**config.mk**
```make
export PLATFORM = sky130hd
export DESIGN_NAME = bspline_decim2
export DESIGN_NICKNAME = d
export VERILOG_FILES = /design/src/rtl/bspline_decim2.sv
export SDC_FILE = /design/constraint.sdc
export NUM_CORES = 1
export LEC_CHECK = 0
export BUFFER_PORTS_ARGS = -buffer_cell sky130_fd_sc_hd__buf_4
export CORE_MARGIN = 2
export CORE_UTILIZATION = 43
export DETAILED_ROUTE_END_ITERATION = 10
export GPL_ROUTABILITY_DRIVEN = 0
export PLACE_DENSITY = 0.66
export SYNTH_ARGS = -nofsm -noshare
export SYNTH_HDL_FRONTEND = slang
export SYNTH_SLANG_ARGS = --single-unit
```
**constraint.sdc**
```tcl
create_clock -name clk -period 4.5 [get_ports clk]
set_input_delay 0.225 -clock clk [delete_from_list [all_inputs] [get_ports clk]]
set_output_delay 0.225 -clock clk [all_outputs]
set_load 0.02 [all_outputs]
```
**src/rtl/bspline_decim2.sv**
```systemverilog
// rtl/bspline_decim2.sv - 2:1 decimating 4-tap B-spline anti-alias filter (weights 3,61,61,3)
module bspline_decim2 #(
  parameter int DIN_W = 8,
  parameter int ROUND = 1
) (
  input  logic             clk,
  input  logic             rst,
  input  logic             clr,
  input  logic             din_valid,
  input  logic [DIN_W-1:0] din,
  output logic             dout_valid,
  output logic [DIN_W-1:0] dout
);

  localparam int PW = DIN_W + 6;
  localparam int SW = DIN_W + 7;
  localparam logic [SW-1:0] RND = (ROUND != 0) ? SW'(64) : '0;

  logic [DIN_W-1:0] x0_q, x1_q, x2_q, x3_q;
  logic [DIN_W-1:0] x0_d, x1_d, x2_d, x3_d;
  logic [2:0]       fill_q, fill_d;
  logic             phase_q, phase_d;
  logic             v1_q, v1_d, v2_q, v2_d;
  logic [PW-1:0]    p0_q, p1_q, p2_q, p3_q;
  logic [PW-1:0]    p0_d, p1_d, p2_d, p3_d;
  logic [DIN_W-1:0] dout_q, dout_d;
  logic             dout_valid_q, dout_valid_d;

  logic             emit;
  logic [SW-1:0]    sum;
  logic [SW-1:0]    rounded;

  // Next-state: history shift, decimation phase, two-stage multiply/add pipeline
  always_comb begin
    x0_d         = x0_q;
    x1_d         = x1_q;
    x2_d         = x2_q;
    x3_d         = x3_q;
    fill_d       = fill_q;
    phase_d      = phase_q;
    v1_d         = 1'b0;
    v2_d         = 1'b0;
    p0_d         = p0_q;
    p1_d         = p1_q;
    p2_d         = p2_q;
    p3_d         = p3_q;
    dout_d       = dout_q;
    dout_valid_d = 1'b0;

    // Emit when the sample being accepted completes a full window on the odd phase
    emit    = din_valid && phase_q && (fill_q >= 3'd3);
    sum     = SW'(p0_q) + SW'(p1_q) + SW'(p2_q) + SW'(p3_q);
    rounded = sum + RND;

    if (clr) begin
      x0_d    = '0;
      x1_d    = '0;
      x2_d    = '0;
      x3_d    = '0;
      fill_d  = '0;
      phase_d = 1'b0;
      p0_d    = '0;
      p1_d    = '0;
      p2_d    = '0;
      p3_d    = '0;
      dout_d  = '0;
    end else begin
      if (din_valid) begin
        x0_d    = x1_q;
        x1_d    = x2_q;
        x2_d    = x3_q;
        x3_d    = din;
        fill_d  = (fill_q == 3'd4) ? 3'd4 : 3'(fill_q + 3'd1);
        phase_d = ~phase_q;
      end
      v1_d = emit;
      // Products taken from the window as it stood right after the emitting accept
      if (v1_q) begin
        p0_d = PW'(3)  * PW'(x0_q);
        p1_d = PW'(61) * PW'(x1_q);
        p2_d = PW'(61) * PW'(x2_q);
        p3_d = PW'(3)  * PW'(x3_q);
      end
      v2_d = v1_q;
      // Weights sum to 128, so the scaled result always fits in DIN_W bits
      if (v2_q) begin
        dout_d = DIN_W'(rounded >> 7);
      end
      dout_valid_d = v2_q;
    end
  end

  // State registers with asynchronous active-high reset
  always_ff @(posedge clk or posedge rst) begin
    if (rst) begin
      x0_q         <= '0;
      x1_q         <= '0;
      x2_q         <= '0;
      x3_q         <= '0;
      fill_q       <= '0;
      phase_q      <= 1'b0;
      v1_q         <= 1'b0;
      v2_q         <= 1'b0;
      p0_q         <= '0;
      p1_q         <= '0;
      p2_q         <= '0;
      p3_q         <= '0;
      dout_q       <= '0;
      dout_valid_q <= 1'b0;
    end else begin
      x0_q         <= x0_d;
      x1_q         <= x1_d;
      x2_q         <= x2_d;
      x3_q         <= x3_d;
      fill_q       <= fill_d;
      phase_q      <= phase_d;
      v1_q         <= v1_d;
      v2_q         <= v2_d;
      p0_q         <= p0_d;
      p1_q         <= p1_d;
      p2_q         <= p2_d;
      p3_q         <= p3_d;
      dout_q       <= dout_d;
      dout_valid_q <= dout_valid_d;
    end
  end

  assign dout       = dout_q;
  assign dout_valid = dout_valid_q;

endmodule

```
==> results.json <==
{
  "syn_inst": 813,
  "cts_setup_buffers": 0,
  "antennaDiodeCount": 0,
  "cts_made_buffers": 9,
  "finalSetupViolations": 0,
  "cts_hold_buffers": 0,
  "finalHoldViolCount": 44,
  "multiInputGateArea_um2": 4920,
  "cpLargestDelayFamily": "adder cells",
  "cp_data_arrival_time_ns": 4.09,
  "synth_fa_ha_area_share_pct": 30.6,
  "worstSetupStartpointType": "flop",
  "cts_sinks": 95,
  "fmaxAchievable_ghz": 0.259,
  "finalSetupTns_ns": 0,
  "maxCapViolations": 0,
  "grt_pass1_wl_mm": 28.3,
  "avgRoutedWirePerCell_um": 15.4,
  "overflow": 0,
  "core_area_um2": 18100,
  "layout_setup_ws_ns": 0.634,
  "violations": "DRC, hold timing",
  "synth_cell_type_count": 57,
  "finalWirelength_mm": 16.3,
  "start_util_pct": 44.1,
  "avgSynthCellArea_um2": 9.80,
  "required_ns": 4.73,
  "grt_antenna_before_repair": 0,
  "cp_slowest_cell": "fa_1",
  "via_count": 5509,
  "final_common_cell": "inv_1",
  "p_leak_nw": 4.54,
  "synthMuxAreaShare_pct": 7.66,
  "finalCoreUtilization_pct": 47.9,
  "cts_resized": 0,
  "placed_area_um2": 8340,
  "grt_usage_pct": 18.0,
  "ys_seq_elements": 95,
  "cp_cell_sequence": "inv_1, fa_1, inv_1, fa_1, inv_1, fa_1, inv_1, ha_1, o21ai_0, o21bai_1, a21oi_2, o21ai_0, a2111oi_1",
  "drc": 2,
  "p_per_area_nw_per_um2": 226,
  "area_delta_synth_final_pct": 8.82,
  "dieWidth_um": 140,
  "r2r-start": "x2_q[1]",
  "cp_slowest_stage_delay_ns": 0.54,
  "h-tree-depth": 3,
  "whs_ns": -0.0255,
  "fin_crit_ns": 3.87,
  "final_layout_size_suffix_gt1_share_pct": 6.27,
  "place.port_buffers": 20,
  "slew_headroom_pct": 40.1,
  "ant_nets": 0,
  "tightestPinTransition_ns": 0.899,
  "regArea_um2": 2380,
  "grt_max_degree": 59,
  "fp-row-count": 49,
  "ys_async_sr_fraction_pct": 100,
  "detailed_place_hpwl_mm": 12.3,
  "synthSimpleGateAreaFrac_pct": 9.55,
  "clk_latency_ns": 0.36,
  "die-area_um2": 19600,
  "worstSetupPathType": "reg -> reg",
  "synthXorXnorAreaFrac_pct": 2.20,
  "syn_nets": 985,
  "die_y_um": 140,
  "finalInstanceArea_um2": 8670,
  "grt_pass1_vias": 5691,
  "firstDrtPassIters": 7,
  "clkSlewWorstSetupHoldPaths_ns": 0.07,
  "synth_top_family_by_area": "adder cells",
  "worst-path-buf-inv": 4,
  "period_share_pct": 85.9,
  "fill_cells": 1666,
  "vias_per_cell": 5.20,
  "yosys_warnings": 0,
  "crit_fanout": 7,
  "ios": 21,
  "pre_cts_ws_ns": 0.637,
  "rsz0062_at_grt": "false",
  "nNetsFinal": 997,
  "ys.flop_type": "dfrtp_1",
  "tritoncts": "built",
  "cpMostUsedCell": "inv_1",
  "finalClockSkew_ns": 0.00994,
  "min-delay-path-class": "in -> async",
  "drt_iter0_drc": 222,
  "clk_path_buf_depth": 2,
  "layout_common_cells": "inv_1 (153), ha_1 (102), dfrtp_1 (94), nor2_1 (88), mux2i_1 (61)",
  "synth_area_um2": 7970,
  "crit_start": "x2_q[1]",
  "clock-root-buffer": "clkbuf_16",
  "final_max_slew_viol_count": 0,
  "yosysSeqAreaShare_pct": 29.8,
  "peakVddDrop_uv": 217,
  "synth_compound_area_share_pct": 11.7,
  "endpoint_kind": "flop",
  "status": "finished, violations left",
  "synth_edf_count": 0
}
-- per-layer routing --
layer | part of all wire (%) | vias to the layer above | GRT usage, %
met4 | 0.70 | 0 | 3.77
met5 | 0 | - | 0
met2 | 46 | 91 | 29.5
li1 | - | 2743 | -
met1 | 49 | 2668 | 24.9
met3 | 4.6 | 7 | 3.90
-- per-stage QoR --
step / power [mW] / instances
finish: 1.96 / 1059
global route: 2.05 / 1059
CTS: 1.99 / 1059
detailed placement: 1.12 / 1043
global placement: 1.12 / 1043
floorplan: 1.06 / 813
-- synthesized netlist by cell type, types with 12 or more instances --
| master | number | area share [%] |
|---|---|---|
| mux2i_1 | 61 | 7.7 |
| fa_1 | 58 | 15 |
| clkbuf_1 | 12 | 0.57 |
| a211oi_1 | 13 | 1.2 |
| a21o_1 | 13 | 1.2 |
| ha_1 | 102 | 16 |
| o21ai_0 | 16 | 1.0 |
| nand3_1 | 14 | 0.88 |
| xnor2_1 | 16 | 1.8 |
| dfrtp_1 | 95 | 30 |
| nor2_1 | 88 | 4.1 |
| a21oi_1 | 26 | 1.6 |
| nand2_1 | 29 | 1.4 |
| inv_1 | 154 | 7.3 |
-- worst reg2reg max path: cells and delay by family, from the launching register on --
family          cells  cell delay (ns)
flops               1             0.50
compound gates      5             1.08
fa+ha+maj           4             1.91
buf+inv             4             0.24
-- cell families after synthesis --
| group | Yosys count |
|---|---|
| buffers and inverters | 177 |
| and+or+nand+nor | 168 |
| adders and majority gates | 160 |
| AOI/OAI and AO/OA | 132 |
| DFF | 95 |
| muxes | 61 |
| xor gates and xnor gates | 20 |
-- final timing paths --
kind                                 end  slack (ns)  depth (start not counted)
min in group clk                 x3_q[2]        0.11                          3
worst max register to register  p2_q[13]        0.63                         13
worst max-delay path            p2_q[13]        0.63                         13
worst min-delay path             p0_q[0]       -0.03                          2
worst min register to register   dout[4]        0.50                          2
max in group asynchronous        x0_q[4]        3.54                          3
-- flip-flops by register name, indices dropped and copies added (netlist names) --
signal / count
x1_q: 8
v2_q: 1
dout: 8
v1_q: 1
x0_q: 8
dout_valid: 1
p0_q: 10
fill_q: 3
phase_q: 1
p3_q: 10
x2_q: 8
p1_q: 14
p2_q: 14
x3_q: 8
-- cell type report --
cell class,count,share of cell area [%]
Clock buffer,10,2.76
Clock inverter,6,1.05
Inverter,155,6.74
Multi-Input combinational cell,541,56.7
Sequential cell,95,27.4
Tap cell,229,3.30
Timing Repair Buffer,23,1.99
-- where the power goes --
| part | switching, mW | internal (mW) | leakage [nW] |
|---|---|---|---|
| clock network | 0.352 | 0.504 | 0.151 |
| registers | 0.0218 | 0.865 | 1.32 |
| logic | 0.137 | 0.0817 | 3.07 |
(Power assumes the default switching activity.)
